File: src/rtl/q2_lut_pkg.sv
// Shared constants and types for the 3-input configurable LUT cell.
package q2_lut_pkg;
  localparam int LUT_ADDR_W = 3;
  localparam int LUT_SIZE   = 8;
  localparam logic [LUT_SIZE-1:0] LUT_INIT_DEFAULT = 8'h96;

  typedef logic [LUT_ADDR_W-1:0] lut_addr_t;
  typedef logic [LUT_SIZE-1:0]   lut_table_t;
endpackage

File: src/rtl/q2_lut3_if.sv
// Pin bundle of one LUT cell: address/mode pins, serial config chain and output.
interface q2_lut3_if;
  // No handshake: every pin is a level sampled each cycle. cfg_en qualifies
  // cfg_in for one shift per rising edge; OUT and cfg_out are always valid.
  logic A0;
  logic A1;
  logic A2;
  logic A3;
  logic cfg_en;
  logic cfg_in;
  logic cfg_out;
  logic OUT;

  modport master (
    output A0, A1, A2, A3, cfg_en, cfg_in,
    input  cfg_out, OUT
  );

  modport slave (
    input  A0, A1, A2, A3, cfg_en, cfg_in,
    output cfg_out, OUT
  );
endinterface

File: src/rtl/lut3_mux.sv
// Purely combinational 8:1 selector: returns bit addr of the truth table.
module lut3_mux
  import q2_lut_pkg::*;
(
  input  lut_table_t tbl,
  input  lut_addr_t  addr,
  output logic       out_bit
);
  assign out_bit = tbl[addr];
endmodule

File: src/rtl/q2_lut3.sv
// 3-input LUT cell with serially loaded truth table and a selectable
// combinational or registered output.
module q2_lut3
  import q2_lut_pkg::*;
#(
  parameter lut_table_t INIT = LUT_INIT_DEFAULT
) (
  input logic clk,
  input logic rst,
  q2_lut3_if.slave bus
);
  lut_table_t cfg;
  logic       q;
  lut_addr_t  addr;
  logic       lut_val;

  assign addr = {bus.A2, bus.A1, bus.A0};

  lut3_mux u_mux (
    .tbl     (cfg),
    .addr    (addr),
    .out_bit (lut_val)
  );

  // Reset wins over a concurrent shift; the first bit shifted in ends up in
  // cfg[0] after eight shifts so cells can be daisy-chained via cfg_out.
  always_ff @(posedge clk) begin
    if (rst) begin
      cfg <= INIT;
      q   <= 1'b0;
    end else begin
      if (bus.cfg_en) begin
        cfg <= {bus.cfg_in, cfg[LUT_SIZE-1:1]};
      end
      q <= lut_val;
    end
  end

  assign bus.OUT     = bus.A3 ? q : lut_val;
  assign bus.cfg_out = cfg[0];
endmodule

File: src/flat_wrapper.sv
// flat-port wrapper written by rule: the top's interface ports become plain ports
module q2_lut3_flat import q2_lut_pkg::*;
#(
  parameter lut_table_t INIT = LUT_INIT_DEFAULT
)
  (clk, rst, bus_A0, bus_A1, bus_A2, bus_A3, bus_cfg_en, bus_cfg_in, bus_cfg_out, bus_OUT);
  q2_lut3_if bus_i ();
  input logic clk;
  input logic rst;
  input wire logic [$bits(bus_i.A0)-1:0] bus_A0;
  input wire logic [$bits(bus_i.A1)-1:0] bus_A1;
  input wire logic [$bits(bus_i.A2)-1:0] bus_A2;
  input wire logic [$bits(bus_i.A3)-1:0] bus_A3;
  input wire logic [$bits(bus_i.cfg_en)-1:0] bus_cfg_en;
  input wire logic [$bits(bus_i.cfg_in)-1:0] bus_cfg_in;
  output wire logic [$bits(bus_i.cfg_out)-1:0] bus_cfg_out;
  output wire logic [$bits(bus_i.OUT)-1:0] bus_OUT;
  assign bus_i.A0 = bus_A0;
  assign bus_i.A1 = bus_A1;
  assign bus_i.A2 = bus_A2;
  assign bus_i.A3 = bus_A3;
  assign bus_i.cfg_en = bus_cfg_en;
  assign bus_i.cfg_in = bus_cfg_in;
  assign bus_cfg_out = bus_i.cfg_out;
  assign bus_OUT = bus_i.OUT;
  q2_lut3 #(.INIT(INIT)) u_core (.clk(clk), .rst(rst), .bus(bus_i));
endmodule
File: config.mk
export PLATFORM = sky130hd
export DESIGN_NAME = q2_lut3_flat
export DESIGN_NICKNAME = d
export VERILOG_FILES = /design/src/rtl/q2_lut_pkg.sv /design/src/rtl/q2_lut3_if.sv /design/src/rtl/lut3_mux.sv /design/src/rtl/q2_lut3.sv /design/src/flat_wrapper.sv
export SDC_FILE = /design/constraint.sdc
export NUM_CORES = 1
export LEC_CHECK = 0
export CORE_AREA = 2 2 39 41
export DETAILED_ROUTE_END_ITERATION = 16
export DIE_AREA = 0 0 41 43
export SKIP_LAST_GASP = 1
export SLEW_MARGIN = 20
export SYNTH_ARGS = -nofsm -noshare
export SYNTH_HDL_FRONTEND = slang
export SYNTH_SLANG_ARGS = --single-unit
File: constraint.sdc
create_clock -name clk -period 1.5 [get_ports clk]
set_input_delay 0.3 -clock clk [delete_from_list [all_inputs] [get_ports clk]]
set_output_delay 0.3 -clock clk [all_outputs]
set_load 0.05 [all_outputs]
; After elaboration in Yosys (flattened, before gate mapping)
; Index checks and enable logic that the tools add are counted.
[classes]
n_lt_le_gt_ge = 1
mux = 3
[op_table]
columns = op, count
row1 = 3-bit by 4-bit less-than comparator with 1-bit output (second input constant), 1
row2 = 1-bit binary-select mux with 3-bit select, 1
row3 = 1-bit 2-to-1 mux, 2
[totals]
ff_bits = 9
inputBits = 8
wordCells = 6

; Longest topological paths before layout
[logic_depth]
ltp_word = 3
depth_mapped = 4

; By module
; Synthesis repeated with hierarchy kept, for this count alone.
[hier_totals]
hier_cells = 32
area_unflattened_um2 = 400.4
[modules_own_cells]
columns = mod, instances, cells_per_inst, area_each_um2
row1 = q2_lut3, 1, 29, 336.6
row2 = lut3_mux, 1, 3, 63.8

; Worst setup path after synthesis
; No wires, ideal clock.
[synth_path]
path_kind = flip-flop to output port
start = register u_core.cfg[0]
end = output bus_OUT
arrival_time_ns = 1.692
setup_slack_ns = -0.492
stages_incl_launch_ff = 4
cell_sequence = dfxtp_1 -> mux2i_1 -> mux4_2 -> o21ai_2
[synth_between]
elab_chain_len = 3
[synth_lines]
columns = element, line_no
row1 = from (decl), q2_lut3.sv:12  ; lut_table_t cfg;
row2 = from (signal assigned), q2_lut3.sv:33  ; cfg <= {bus.cfg_in, cfg[LUT_SIZE-1:1]};
row3 = 1-bit binary-select mux with 3-bit select, lut3_mux.sv:9  ; assign out_bit = tbl[addr];
row4 = 1-bit 2-to-1 mux (not written as such), lut3_mux.sv:9
row5 = 1-bit 2-to-1 mux, q2_lut3.sv:39  ; assign bus.OUT = bus.A3 ? q : lut_val;
row6 = to (decl), flat_wrapper.sv:17  ; output wire logic [$bits(bus_i.OUT)-1:0] bus_OUT;
; Every way passes these cells. The select of a mux whose other input is x is not followed.

; Final worst setup path
[layout_path]
start = input bus_A0
end = output bus_OUT
[layout_between]
elab_chain_len = 3
[layout_lines]
columns = element, line_no
row1 = from (decl), flat_wrapper.sv:10  ; input wire logic [$bits(bus_i.A0)-1:0] bus_A0;
row2 = 1-bit binary-select mux with 3-bit select, lut3_mux.sv:9
row3 = 1-bit 2-to-1 mux (not written as such), lut3_mux.sv:9
row4 = 1-bit 2-to-1 mux, q2_lut3.sv:39
; Every way passes these cells. The select of a mux whose other input is x is not followed.

==> results list <==
- The number of nets in the synthesized netlist is 44.
- Synth Instances: 36
- After detailed routing, the number of vias per cell comes to 4.54.
- The flow ran to the end, but the final reports show violations.
- Measured against its own limit, the worst slew margin works out to 0.768.
* # nets final: 64
- The tree is rooted in a sky130_fd_sc_hd__clkbuf_4.
- The detailed router finished its first iteration with 0 violations.
* R2R cell count: 3
- The number of hold violations in the final report is 0.
- In the post-synthesis netlist, the biggest area contributors are sky130_fd_sc_hd__dfxtp_1 (46%), sky130_fd_sc_hd__mux2i_1 (20%), sky130_fd_sc_hd__a211o_1 (8.9%).
- In this run the cell area measured after placement is 596 um^2.
- For the pin with the worst max-slew slack, the measured transition is 0.348 ns.
- TritonCTS built the clock tree.
- In this run, synthesis produced a sequential element count of 9.
- The cell area that synthesis handed to floorplanning was 394 um^2.
* Reg-to-reg endpoint: u_core.q
- Count of fill cells added during filler insertion: 142
* Area of combinational cells with multiple inputs: 201 um^2
* Min-delay worst type: flip-flop to flip-flop
- The initialized floorplan defines 14 standard-cell rows.
* Antenna violations before repair: 0
- The critical path starts at bus_A0.
* Reg-to-reg setup timing slack: 0.43 ns
* Initial DRT Pass Iterations: 1
- Slack of the critical path: -0.286 ns
- Count of buffers from port buffering: 9
- The worst setup path is launched from an input port.
- In the final layout, the share of cells above drive strength 1 is 0.364.
- After detailed routing, the number of remaining DRC violations is 0.
- Path length in cells of the critical path: 5
* Effective utilization at floorplan: 0.285
* Total non-filler cell area in the finished layout: 624 um^2
- Clock latency reported for the late side of the worst-skew pair: 0.27 ns
* Critical-path maximum fanout: 4
* Critical path, cell by cell: clkdlybuf4s15_2 > mux2i_1 > mux4_2 > o21ai_4 > buf_12
- The worst register-to-register path begins at u_core.cfg[7].
- Final RePlAce weighted congestion: 0.667
- No sink is reached through more buffers than the 2 on the longest clock path.
* Post-synthesis cell type with the largest combined area: sky130_fd_sc_hd__dfxtp_1
- For the finished layout, the period the worst path requires is 1.79 ns.
- For the worst setup path, the data arrival time is 1.49 ns.
- Setup violations remaining at the end of the flow were counted as 1.
- The worst setup path is captured at a primary output.
- Library cell contributing the largest single delay on the critical path: sky130_fd_sc_hd__mux4_2
* Critical path class: input port to primary output
* Failing checks: negative setup slack
* Num ports: 10
* Termination of the worst setup path: bus_OUT
* Worst path required time: 1.20 ns
- Max IR drop VDD: 0.400 mV
- In this run the number of H-tree levels came out at 1.
- Hold timing on the final database bottoms out at a slack of 0.564 ns.
* Fin. max-slew vios: 0
- The tool flagged a number of max-cap violations equal to 0.
- Mean instance size in the synthesized netlist: 10.9 um^2
- Power density of the placed cells: 990 nW/um^2
* Skew final: 0.00109 ns
- Proportion of synthesized chip area in sequential cells: 0.457
* Max Clk Rate: 560 MHz
- Yosys warning count: 0
- Synthesis instantiated 11 different standard cells from the library.
* Number of nets still failing antenna checks after routing: 0
* Leakage component of the power: 0.278 nW
- Setup repair after global routing could not meet its margin everywhere.
- Largest stage delay, worst path: 0.51 ns
- Full die area: 1760 um^2
* Num Clock Sinks: 9
- In the final layout, flip-flops and latches occupy 186 um^2.
- Hold buffer count at CTS: 0
- The die is 41 um wide.
- Number of global-route vias before repair: 336
* Wirelength per Cell: 10.9 um
- First-pass GRT wire length: 1.26 mm
* Fraction of post-synthesis cell area in the top cell type by area: 0.457
- Entering global routing, the biggest net connects 13 pins.
- Core region area: 1380 um^2
- Final critical-path share of the clock period: 1.19
- Num CTS Buffers: 3
- Area growth syn-to-layout: 58.4%
- The total overflow left after global routing is 0.
* Delay-heaviest family, CP: multiplexers
- The routed layout has 322 vias.
- Die extent in y: 43 um
* Buffers plus inverters on the worst setup path: 2
* Clock-pin slew of the registers on the worst-case setup and hold paths: 0.06 ns
- The repair_antennas step left the layout with diodes totalling 0.
- Routed wire length: 777 um
- GRT Util Overall: 0.115
[Yosys cell counts, drive strengths merged]
cell type and instances:
dfxtp 9, mux2i 8, nor2 5, a211o 4, nor2b 4, buf 3
mux4 1, nand2 1, o21ai 1
[flip-flops by register name, indices dropped and copies added, names as in the netlist]
| register | flops |
|---|---|
| u_core.cfg | 8 |
| u_core.q | 1 |
[through the flow]
stage / cells / setup WS, ns / TNS [ns] / power, mW / util
5_1_grt: 71 / -0.336 / -0.336 / 0.653 / 0.451
3_5_place_dp: 67 / -0.661 / -0.866 / 0.434 / 0.430
6_report: 71 / -0.286 / -0.286 / 0.618 / 0.451
2_1_floorplan: 36 / -0.174 / -0.174 / 0.354 / -
4_1_cts: 71 / -0.295 / -0.295 / 0.631 / 0.451
3_3_place_gp: 67 / -0.658 / -0.850 / 0.433 / 0.430
[cell type report]
cell class,count,area share
sequential,9,0.299
clock buffer,4,0.0421
timing repair buffer,18,0.305
multi-input combinational,24,0.323
tap,16,0.0321
[routing by layer]
| layer | vias to the layer above | track usage | part of all wire |
|---|---|---|---|
| met2 | 10 | 0.184 | 0.48 |
| met1 | 145 | 0.102 | 0.41 |
| li1 | 162 | - | - |
| met4 | 0 | 0.140 | 0.059 |
| met3 | 5 | 0.0157 | 0.045 |
| met5 | - | 0 | 0 |
[worst register-to-register path, cell delays in order (launching register included)]
cell and delay (ns):
sky130_fd_sc_hd__dfxtp_2 0.33, sky130_fd_sc_hd__mux2i_1 0.06, sky130_fd_sc_hd__mux4_2 0.51, sky130_fd_sc_hd__nor2_1 0.10
[kinds of logic (layout without fill, tap and decap cells)]
logic type / Yosys count / after routing / share of synthesized area
AND/OR/NAND/NOR: 10 / 10 / 0.121
multiplexers: 9 / 9 / 0.260
flip-flops: 9 / 9 / 0.457
AO/OA/AOI/OAI: 5 / 5 / 0.111
buffers and inverters: 3 / 22 / 0.0508
[how the worst min path moves through the flow]
stage	from	end	slack (ns)	cells past startpoint
detailed placement	u_core.cfg[5]	u_core.cfg[4]	0.55	2
CTS	u_core.cfg[2]	u_core.cfg[1]	0.57	2
floorplan	bus_cfg_in	u_core.cfg[7]	0.42	1
global placement	u_core.cfg[5]	u_core.cfg[4]	0.55	2
finish	u_core.cfg[3]	u_core.cfg[2]	0.56	2
global route	u_core.cfg[3]	u_core.cfg[2]	0.59	2
[timing repair]
| action | in CTS | in global routing |
|---|---|---|
| setup endpoints to repair | 1 | 1 |
| buffers inserted | 0 | 0 |
| gates cloned | 0 | 0 |
| pin swaps | 1 | 0 |
| gates resized for setup | 6 | 0 |
[layout by cell type (no fill, tap or decap), types with 2 or more instances in the layout]
cell | netlist | routed
sky130_fd_sc_hd__mux2i_1 | 8 | 8
sky130_fd_sc_hd__buf_4 | 0 | 8
sky130_fd_sc_hd__dfxtp_1 | 9 | 6
sky130_fd_sc_hd__nor2_1 | 5 | 5
sky130_fd_sc_hd__clkdlybuf4s50_1 | 0 | 5
sky130_fd_sc_hd__nor2b_1 | 4 | 4
sky130_fd_sc_hd__a211o_1 | 4 | 4
sky130_fd_sc_hd__clkbuf_4 | 0 | 3
sky130_fd_sc_hd__buf_12 | 0 | 3
sky130_fd_sc_hd__dfxtp_2 | 0 | 2
[power breakdown]
| part | switching [mW] | total (mW) | internal, mW |
|---|---|---|---|
| registers | 0.00827 | 0.267 | 0.259 |
| clock network | 0.0892 | 0.192 | 0.103 |
| logic | 0.0663 | 0.159 | 0.0929 |
| total | 0.164 | 0.618 | 0.454 |
No activity file was read; power rests on OpenSTA's default activity.
